==> config.mk <==
export PLATFORM = sky130hd
export DESIGN_NAME = am_envelope_detector
export DESIGN_NICKNAME = d
export VERILOG_FILES = /design/src/rtl/am_pkg.sv /design/src/rtl/am_movavg.sv /design/src/rtl/am_envelope_detector.sv
export SDC_FILE = /design/constraint.sdc
export NUM_CORES = 1
export LEC_CHECK = 0
export CAP_MARGIN = 20
export CELL_PAD_IN_SITES_DETAIL_PLACEMENT = 1
export CELL_PAD_IN_SITES_GLOBAL_PLACEMENT = 1
export CORE_UTILIZATION = 50
export CTS_CLUSTER_SIZE = 24
export DETAILED_ROUTE_END_ITERATION = 10
export PLACE_DENSITY_LB_ADDON = 0.08
export SLEW_MARGIN = 40
export SYNTH_ARGS = -nofsm -noshare
export SYNTH_HDL_FRONTEND = slang
export SYNTH_HIERARCHICAL = 1
export SYNTH_SLANG_ARGS = --single-unit
==> constraint.sdc <==
create_clock -name clk -period 7 [get_ports clk]
set_input_delay 1.4 -clock clk [delete_from_list [all_inputs] [get_ports clk]]
set_output_delay 1.4 -clock clk [all_outputs]
set_load 0.02 [all_outputs]
==> src/rtl/am_pkg.sv <==
// Shared encodings, latency constant and FSM state type for the AM envelope detector.
package am_pkg;

    typedef enum logic [1:0] {
        MODE_FULL = 2'd0,
        MODE_HALF = 2'd1,
        MODE_SQR  = 2'd2,
        MODE_RSVD = 2'd3
    } am_mode_e;

    typedef enum logic {
        ST_FILL = 1'b0,
        ST_RUN  = 1'b1
    } am_state_e;

    // Clocks from an accepted in_valid to its out_valid pulse.
    localparam int AM_LAT = 4;

    // The reserved encoding behaves exactly like full-wave, including for change detection.
    function automatic am_mode_e am_mode_norm(input logic [1:0] mode);
        am_mode_e m;
        m = am_mode_e'(mode);
        if (m == MODE_RSVD) begin
            m = MODE_FULL;
        end
        return m;
    endfunction

endpackage

==> src/rtl/am_movavg.sv <==
// Moving-average core: circular buffer of 2^LOG2 samples, running sum and fill counter.
module am_movavg #(
    parameter int W    = 12,
    parameter int LOG2 = 4
) (
    input  logic         clk,
    input  logic         rst_n,
    input  logic         flush_i,
    input  logic         wr_i,
    input  logic [W-1:0] din_i,
    output logic [W-1:0] avg_o,
    output logic         last_fill_o
);

    localparam int DEPTH = 1 << LOG2;
    localparam int SW    = W + LOG2;

    logic [W-1:0]    buf_q [DEPTH];
    logic [LOG2-1:0] wr_ptr_q;
    logic [LOG2-1:0] wr_ptr_d;
    logic [SW-1:0]   sum_q;
    logic [SW-1:0]   sum_d;
    logic [LOG2:0]   fill_cnt_q;
    logic [LOG2:0]   fill_cnt_d;
    logic [W-1:0]    oldest;

    // The slot about to be overwritten holds the sample leaving the window.
    assign oldest   = buf_q[wr_ptr_q];
    assign sum_d    = sum_q + SW'(din_i) - SW'(oldest);
    assign wr_ptr_d = wr_ptr_q + 1'b1;

    // Saturates at DEPTH so it never wraps back into the "filling" range.
    assign fill_cnt_d = (fill_cnt_q == (LOG2+1)'(DEPTH)) ? fill_cnt_q : fill_cnt_q + 1'b1;

    assign avg_o       = sum_q[SW-1:LOG2];
    assign last_fill_o = (fill_cnt_q == (LOG2+1)'(DEPTH - 1));

    always_ff @(posedge clk or negedge rst_n) begin
        if (!rst_n) begin
            for (int i = 0; i < DEPTH; i++) begin
                buf_q[i] <= '0;
            end
            wr_ptr_q   <= '0;
            sum_q      <= '0;
            fill_cnt_q <= '0;
        end else if (flush_i) begin
            for (int i = 0; i < DEPTH; i++) begin
                buf_q[i] <= '0;
            end
            wr_ptr_q   <= '0;
            sum_q      <= '0;
            fill_cnt_q <= '0;
        end else if (wr_i) begin
            buf_q[wr_ptr_q] <= din_i;
            wr_ptr_q        <= wr_ptr_d;
            sum_q           <= sum_d;
            fill_cnt_q      <= fill_cnt_d;
        end
    end

endmodule

==> src/rtl/am_envelope_detector.sv <==
// AM envelope detector: offset-binary ADC samples -> rectifier -> moving average ->
// optional DC blocker -> DAC-format output, four pipeline stages.
module am_envelope_detector
    import am_pkg::*;
#(
    parameter int DIN_W    = 12,
    parameter int DOUT_W   = 14,
    parameter int AVG_LOG2 = 4,
    parameter int DC_SHIFT = 10
) (
    input  logic              clk,
    input  logic              rst_n,
    input  logic              clr_i,
    input  logic [1:0]        mode_i,
    input  logic              dc_en_i,
    input  logic              in_valid_i,
    input  logic [DIN_W-1:0]  data_in_i,
    output logic              out_valid_o,
    output logic [DOUT_W-1:0] data_out_o,
    output logic              sat_o
);

    localparam int SHL = DOUT_W - DIN_W;
    localparam int DCW = DIN_W + DC_SHIFT;

    // Handshake: in_valid_i is a one-cycle strobe with no backpressure; out_valid_o is a
    // one-cycle pulse exactly AM_LAT clocks after the accepted strobe, data_out_o holds otherwise.

    // ---------------- control / flush ----------------
    am_mode_e  mode_n;
    am_mode_e  mode_cap_q;
    logic      dc_en_prev_q;
    logic      dc_toggle;
    logic      mode_chg;
    logic      flush;
    logic      accept;
    am_state_e state_q;
    am_state_e state_d;

    assign mode_n    = am_mode_norm(mode_i);
    assign dc_toggle = (dc_en_i != dc_en_prev_q);
    assign mode_chg  = in_valid_i && (mode_n != mode_cap_q);
    assign flush     = clr_i || mode_chg || dc_toggle;
    // A mode or dc_en change keeps the triggering sample as the first of the new fill.
    assign accept    = in_valid_i && !clr_i;

    // ---------------- pipeline registers ----------------
    logic                    s1_valid_q;
    logic signed [DIN_W-1:0] s1_x_q;
    am_mode_e                s1_mode_q;
    logic                    s1_dc_q;

    logic                    s2_valid_q;
    logic [DIN_W-1:0]        s2_m_q;
    logic                    s2_dc_q;

    logic                    s3_valid_q;
    logic                    s3_emit_q;
    logic                    s3_dc_q;

    logic                    out_valid_q;
    logic                    out_valid_d;
    logic [DOUT_W-1:0]       data_out_q;
    logic [DOUT_W-1:0]       data_out_d;
    logic                    sat_q;
    logic                    sat_d;
    logic [DCW-1:0]          dc_est_q;
    logic [DCW-1:0]          dc_est_d;

    // ---------------- S2 rectifier ----------------
    logic signed [2*DIN_W-1:0] sq;
    logic [2*DIN_W-1:0]        sq_shr;
    logic [DIN_W-1:0]          abs_x;
    logic [DIN_W-1:0]          m_d;

    always_comb begin
        sq     = (2*DIN_W)'(s1_x_q) * (2*DIN_W)'(s1_x_q);
        sq_shr = sq >> (DIN_W - 2);
        abs_x  = s1_x_q[DIN_W-1] ? $unsigned(-s1_x_q) : $unsigned(s1_x_q);
        m_d    = abs_x;
        case (s1_mode_q)
            MODE_HALF: m_d = s1_x_q[DIN_W-1] ? '0 : $unsigned(s1_x_q);
            // x = -2^(DIN_W-1) squares to exactly 2^DIN_W after the shift, hence the clamp.
            MODE_SQR:  m_d = (|sq_shr[2*DIN_W-1:DIN_W]) ? '1 : sq_shr[DIN_W-1:0];
            default:   m_d = abs_x;
        endcase
    end

    // ---------------- S3 moving average ----------------
    logic [DIN_W-1:0] avg;
    logic             last_fill;
    logic             s3_emit_d;

    am_movavg #(
        .W    (DIN_W),
        .LOG2 (AVG_LOG2)
    ) u_movavg (
        .clk         (clk),
        .rst_n       (rst_n),
        .flush_i     (flush),
        .wr_i        (s2_valid_q),
        .din_i       (s2_m_q),
        .avg_o       (avg),
        .last_fill_o (last_fill)
    );

    assign s3_emit_d = (state_q == ST_RUN) || last_fill;

    // ---------------- FSM ----------------
    always_comb begin
        state_d = state_q;
        if (flush) begin
            state_d = ST_FILL;
        end else if ((state_q == ST_FILL) && s2_valid_q && last_fill) begin
            state_d = ST_RUN;
        end
    end

    // ---------------- S4 output / DC blocker ----------------
    logic [DIN_W-1:0]      dc_mean;
    logic signed [DIN_W:0] y;
    logic                  clip;
    logic [DIN_W-1:0]      y_clip;
    logic [DCW-1:0]        dc_upd;

    always_comb begin
        dc_mean = dc_est_q[DCW-1:DC_SHIFT];
        y       = $signed({1'b0, avg}) - $signed({1'b0, dc_mean});
        // Out of range exactly when the two top bits of the wide difference disagree.
        clip    = (y[DIN_W] != y[DIN_W-1]);
        y_clip  = y[DIN_W-1:0];
        if (clip) begin
            y_clip = y[DIN_W] ? {1'b1, {(DIN_W-1){1'b0}}} : {1'b0, {(DIN_W-1){1'b1}}};
        end
        dc_upd  = dc_est_q + DCW'(avg) - DCW'(dc_mean);
    end

    always_comb begin
        out_valid_d = 1'b0;
        sat_d       = 1'b0;
        data_out_d  = data_out_q;
        dc_est_d    = dc_est_q;
        if (dc_toggle) begin
            dc_est_d = '0;
        end
        if (!flush && s3_valid_q && s3_emit_q) begin
            out_valid_d = 1'b1;
            if (s3_dc_q) begin
                // Flipping the sign bit turns two's complement into offset binary.
                data_out_d = DOUT_W'({~y_clip[DIN_W-1], y_clip[DIN_W-2:0]}) << SHL;
                sat_d      = clip;
                dc_est_d   = dc_upd;
            end else begin
                data_out_d = DOUT_W'(avg) << SHL;
            end
        end
    end

    // ---------------- registers ----------------
    always_ff @(posedge clk or negedge rst_n) begin
        if (!rst_n) begin
            state_q      <= ST_FILL;
            mode_cap_q   <= MODE_FULL;
            dc_en_prev_q <= 1'b0;
            s1_valid_q   <= 1'b0;
            s1_x_q       <= '0;
            s1_mode_q    <= MODE_FULL;
            s1_dc_q      <= 1'b0;
            s2_valid_q   <= 1'b0;
            s2_m_q       <= '0;
            s2_dc_q      <= 1'b0;
            s3_valid_q   <= 1'b0;
            s3_emit_q    <= 1'b0;
            s3_dc_q      <= 1'b0;
            out_valid_q  <= 1'b0;
            data_out_q   <= '0;
            sat_q        <= 1'b0;
            dc_est_q     <= '0;
        end else begin
            state_q      <= state_d;
            dc_en_prev_q <= dc_en_i;
            if (accept) begin
                mode_cap_q <= mode_n;
                s1_x_q     <= $signed({~data_in_i[DIN_W-1], data_in_i[DIN_W-2:0]});
                s1_mode_q  <= mode_n;
                s1_dc_q    <= dc_en_i;
            end
            s1_valid_q <= accept;
            s2_valid_q <= s1_valid_q && !flush;
            s2_m_q     <= m_d;
            s2_dc_q    <= s1_dc_q;
            s3_valid_q <= s2_valid_q && !flush;
            s3_emit_q  <= s3_emit_d;
            s3_dc_q    <= s2_dc_q;
            out_valid_q <= out_valid_d;
            data_out_q  <= data_out_d;
            sat_q       <= sat_d;
            dc_est_q    <= dc_est_d;
        end
    end

    assign out_valid_o = out_valid_q;
    assign data_out_o  = data_out_q;
    assign sat_o       = sat_q;

endmodule

After elaboration in Yosys (flattened, before gate mapping)
Index checks and enable logic that the tools add are counted.
{ "op_classes": {"reduce_logical": 18, "n_eq_ne": 9, "n_mux": 31, "addsub": 8, "bitwise_logic": 4, "n_lt_le_gt_ge": 2, "n_mul": 1} }
{ "ops": {"columns": ["operator", "count"], "rows": [
  ["$mux 192", 2],
  ["$bwmux 192", 1],
  ["$mux 12", 7],
  ["$mux 22", 3],
  ["$bmux 12 s4", 1],
  ["$demux 12 s4", 1],
  ["$mux 16", 2],
  ["$mul 12x12->24", 1],
  ["$pmux 12 s2", 1],
  ["$add 22x12->22", 1],
  ["$sub 22x12->22", 1],
  ["$add 16x12->16", 1],
  ["$sub 16x12->16", 1],
  ["$mux 5", 3],
  ["$mux 14", 1],
  ["$sub 12x12->13", 1],
  ["$neg 12->12", 1],
  ["$mux 11", 1],
  ["$logic_and 1x1->1", 9],
  ["$mux 4", 2],
  ["$add 5x1->5 const B", 1],
  ["$eq 5x4->1 const B", 1],
  ["$eq 5x5->1 const B", 1],
  ["$ge 5x5->1 const B", 1],
  ["16 further kinds", 28]
]} }
{ "word_totals": {"input_bits": 19, "output_inout_bits": 16, "regBits": 290, "wordCells": 108} }

Longest topological paths before layout
{ "logic_depth": {"depth_word": 10, "mapped_depth": 24, "mapped_depth_nobuf": 22} }

Hierarchy
The synthesis kept the hierarchy.
{ "modules_own_cells": {"columns": ["module", "n_inst", "cells_per_inst", "area_each_um2", "seq_area_each_um2"], "rows": [
  ["am_movavg", 1, 1257, 11596.1, 5430.2],
  ["am_envelope_detector", 1, 1131, 9995.8, 1776.7]
]} }

Worst setup path after synthesis
No wires, ideal clock.
{ "synth_timing": {"kind": "register to register", "from": "register s1_x_q[11]", "to": "register s2_m_q[6]", "setup_time_ps": 150, "path_buffers": 2, "t_arrival_ps": 5677, "required_ps": 6850, "stages_incl_launch_ff": 23, "synth_period_minus_slack_ps": 5827, "path_slack_ps": 1173, "path_cell_list": "dfrtp_1 inv_1 buf_1 nor2_1 fa_1 inv_1 fa_1 inv_1 fa_1 fa_1 inv_1 fa_1 inv_1 ha_1 a211oi_1 o21ai_0 a311o_1 a21oi_1 and3_1 o32ai_1 buf_2 o21ai_0 o311ai_0"} }
{ "synth_via": {"elab_chain_len": 4, "elab_cells_between_ends": 6, "cone_classes": "1 x mul; 4 x mux; 1 x reduce/logical"} }
{ "synth_lines": {"columns": ["item", "line_no", "source"], "rows": [
  ["start: declaration", "am_envelope_detector.sv:49", "logic signed [DIN_W-1:0] s1_x_q;"],
  ["start signal: assignment", "am_envelope_detector.sv:184", "s1_x_q <= $signed({~data_in_i[DIN_W-1], data_in_i[DIN_W-2:0]});"],
  ["$mul 12x12->24", "am_envelope_detector.sv:77", "sq = (2*DIN_W)'(s1_x_q) * (2*DIN_W)'(s1_x_q);"],
  ["$reduce_or 2->1", "am_envelope_detector.sv:84", "MODE_SQR: m_d = (|sq_shr[2*DIN_W-1:DIN_W]) ? '1 : sq_shr[DIN_W-1:0];"],
  ["$mux 12", "am_envelope_detector.sv:84", null],
  ["$pmux 12 s2 *", "am_envelope_detector.sv:81", "case (s1_mode_q)"],
  ["net m_d[6]", "am_envelope_detector.sv:74", "logic [DIN_W-1:0] m_d;"],
  ["end signal: assignment", "am_envelope_detector.sv:190", "s2_m_q <= m_d;"],
  ["end: declaration", "am_envelope_detector.sv:54", "logic [DIN_W-1:0] s2_m_q;"]
]} }
The timed path passes the listed nets; every way through them passes the cells marked *.
A chain may end at the register's enable or synchronous reset.

Final worst setup path
{ "layout_timing": {"from": "register s1_x_q[4]", "to": "register s2_m_q[11]"} }
Same word-level chain as after synthesis.

==> flow_summary.ini <==
[clocking]
cts_tree = built
post_cts.repair.setup_buffers = 0
cts_sinks = 288
cts_made_buffers = 36
cts_max_level = 2
clk_pin_slew_ps = 50
cts_resized = 0
cts_root_buf = clkbuf_16
cts.path.max_buffers = 3
cts_hold_buf = 0
clock_latency_ps = 550

[die]
rows = 75
die_height_um = 209.8
dieArea_um2 = 44020
design.core.area_um2 = 42230
start_util_pct = 51.13
ios = 35
fp.dieW_um = 209.8

[timing]
setup_viol = 0
rsz0062_at_grt = no
maxSlewViolCount = 0
fmax_mhz = 153.9
layout_setup_ws_ps = 501.7
fin_crit_sh_pct = 92.83
clock_skew_ps = 17.86
worstMarginPinSlew_ps = 862.4
slew_headroom_pct = 42.50
fin_hold_ws_ps = 372.2
finalSetupTns_ps = 0
hold_viol_final = 0
period_needed_ps = 6498

[worst_setup_path]
cp_max_fo = 15
critical_path.slowest_cell = dfrtp_1
worst_ep_required_time_ps = 7470
path_buf_inv = 8
endpoint_kind = flop
crit_arrival_ps = 6970
crit_path_frequent_cell = inv_1
crit_path_max_incr_delay_ps = 670
critical_path.top_delay_family = adder cells
path_cells = inv_1 -> nor2_1 -> inv_1 -> fa_1 -> inv_1 -> fa_1 -> inv_1 -> fa_1 -> inv_1 -> fa_1 -> inv_1 -> fa_1 -> inv_1 -> ha_1 -> o21a_1 -> o2111ai_1 -> a21oi_1 -> o31ai_2 -> and4b_1 -> o32ai_1 -> buf_4 -> and2_1 -> a221o_1
criticalPathCategory = reg -> reg
crit_path_start_kind = flop

[synth]
ys.flop_type = dfrtp_1
synth_top_area_share_pct = 33.38
syn_area_um2 = 21590
synthCells = 2388
synth-edff-count = 0
synth_warnings = 6
yosysTopAreaCell = dfrtp_1
avgSynthCellArea_um2 = 9.042
synth-seq-area-share_pct = 33.38
synth.most_common_cell = nand2_1
ys_types = 86
synthTopCellsByArea = dfrtp_1, fa_1, nand2_1
synth_common_cells = nand2_1, inv_1, dfrtp_1
ys_ff_latch = 288
async_flop_share_pct = 100.0

[routing]
via_per_inst = 5.870
drtIter0Drc = 1260
drcViolationCount = 0
firstDrtPassIters = 6
postRouteAntennaNets = 0
routedWlPerCell_um = 22.26
wl_um = 64410
vias = 16989

[power]
p_leak_nw = 10.27
switching_power_mw = 3.977
p_int_mw = 4.834
power_mw = 8.810
powerDensity_nw_per_um2 = 376.7
switching_share_pct = 45.14
p_clk_share_pct = 21.7
peakVddDrop_v = 0.0006150
combinationalPowerShare_pct = 55.6
p_seq_share_pct = 22.7

[worst_hold_path]
hp-class = reg -> reg

[grt]
antenna_found_initial = 1
grt_pass1_wl_um = 105000
grt_max_degree = 123
grt_overflow_total = 0
grt_pass1_vias = 18870
grt.total_usage_pct = 30.83

[place]
place_hpwl_um = 45520
numPortBuffers = 32
preCtsSetupSlack_ps = 577.9
gp_congestion = 0.8636

[final_layout]
drive_gt1_share_pct = 7.728
fillers = 4828
num_antenna_cells = 0
area.growth.synth_to_final_pct = 8.315
final_util_pct = 55.38
nets = 2611

[outcome]
outcome = complete, no violations

[flow_run]
maxCapViolCount = 0
-- state kept, by name (all words and copies together) (netlist names), 2 cells and up --
name	count
u_movavg/sum_q	16
s1_mode_q	2
s2_m_q	12
u_movavg/buf_q	192
s1_x_q	12
u_movavg/fill_cnt_q	5
u_movavg/wr_ptr_q	4
dc_est_q	22
data_out_o	12
-- area by class of cell --
class | instances | area (µm²) | area share [%]
well taps | 539 | 674.4 | 2.884
multi-input cells | 1629 | 12570 | 53.75
repair buffers | 51 | 508.0 | 2.172
clock buffers | 53 | 1045 | 4.467
clock inverters | 11 | 150.1 | 0.6420
flip-flops and latches | 288 | 7221 | 30.87
inverters | 323 | 1220 | 5.216
-- cells in the final DEF, fill, tap and decap left out, drive strengths merged, types with 23 or more instances in the layout --
cell / instances
ha: 114
mux4: 60
and2: 34
nand2: 494
a21o: 23
o21ai: 63
clkdlybuf4s50: 31
fa: 149
nor2: 99
nand3: 50
clkbuf: 53
nor3: 27
a21oi: 239
dfrtp: 288
inv: 323
xnor2: 28
-- power groups by stage --
stage | logic (mW) | registers, mW | clock network [mW]
3_5_place_dp | 4.85 | 2.03 | 0
5_1_grt | 5.57 | 2.01 | 2.01
2_1_floorplan | 3.80 | 1.76 | 0
6_report | 4.90 | 2.00 | 1.91
4_1_cts | 4.90 | 2.00 | 1.95
3_3_place_gp | 4.67 | 2.02 | 0
-- through the flow --
step,cell area [µm²],cells
2_1_floorplan,21600,2389
3_3_place_gp,22100,2829
3_5_place_dp,22160,2829
4_1_cts,23350,2893
5_1_grt,23390,2894
6_report,23390,2894
-- kinds of logic after synthesis --
family	synth area share, %
DFF	33.38
AOI/OAI and AO/OA	12.90
adders and majority gates	20.42
muxes	6.751
buffers and inverters	8.756
xor gates and xnor gates	1.906
other	0.01737
and+or+nand+nor	15.87
-- final timing paths --
| path | from | end | slack (ps) | depth (start not counted) |
|---|---|---|---|---|
| hold reg to reg | s2_dc_q | s3_dc_q | 370 | 0 |
| setup reg to reg | s1_x_q[4] | s2_m_q[11] | 500 | 23 |
| max in group asynchronous | rst_n | u_movavg/wr_ptr_q[1] | 4970 | 3 |
| min in group asynchronous | rst_n | data_out_o[5] | 720 | 1 |
| setup / recovery | s1_x_q[4] | s2_m_q[11] | 500 | 23 |
| hold / removal | s2_dc_q | s3_dc_q | 370 | 0 |
-- layer usage --
layer | vias to the layer above | global-route usage, % | part of all wire, %
met2 | 375 | 53.37 | 50
met4 | 2 | 11.07 | 3.5
met5 | - | 0 | 0.011
met1 | 8776 | 39.83 | 43
met3 | 128 | 3.801 | 3.8
li1 | 7708 | - | -
Note: power is estimated with default switching activity, not from simulation.
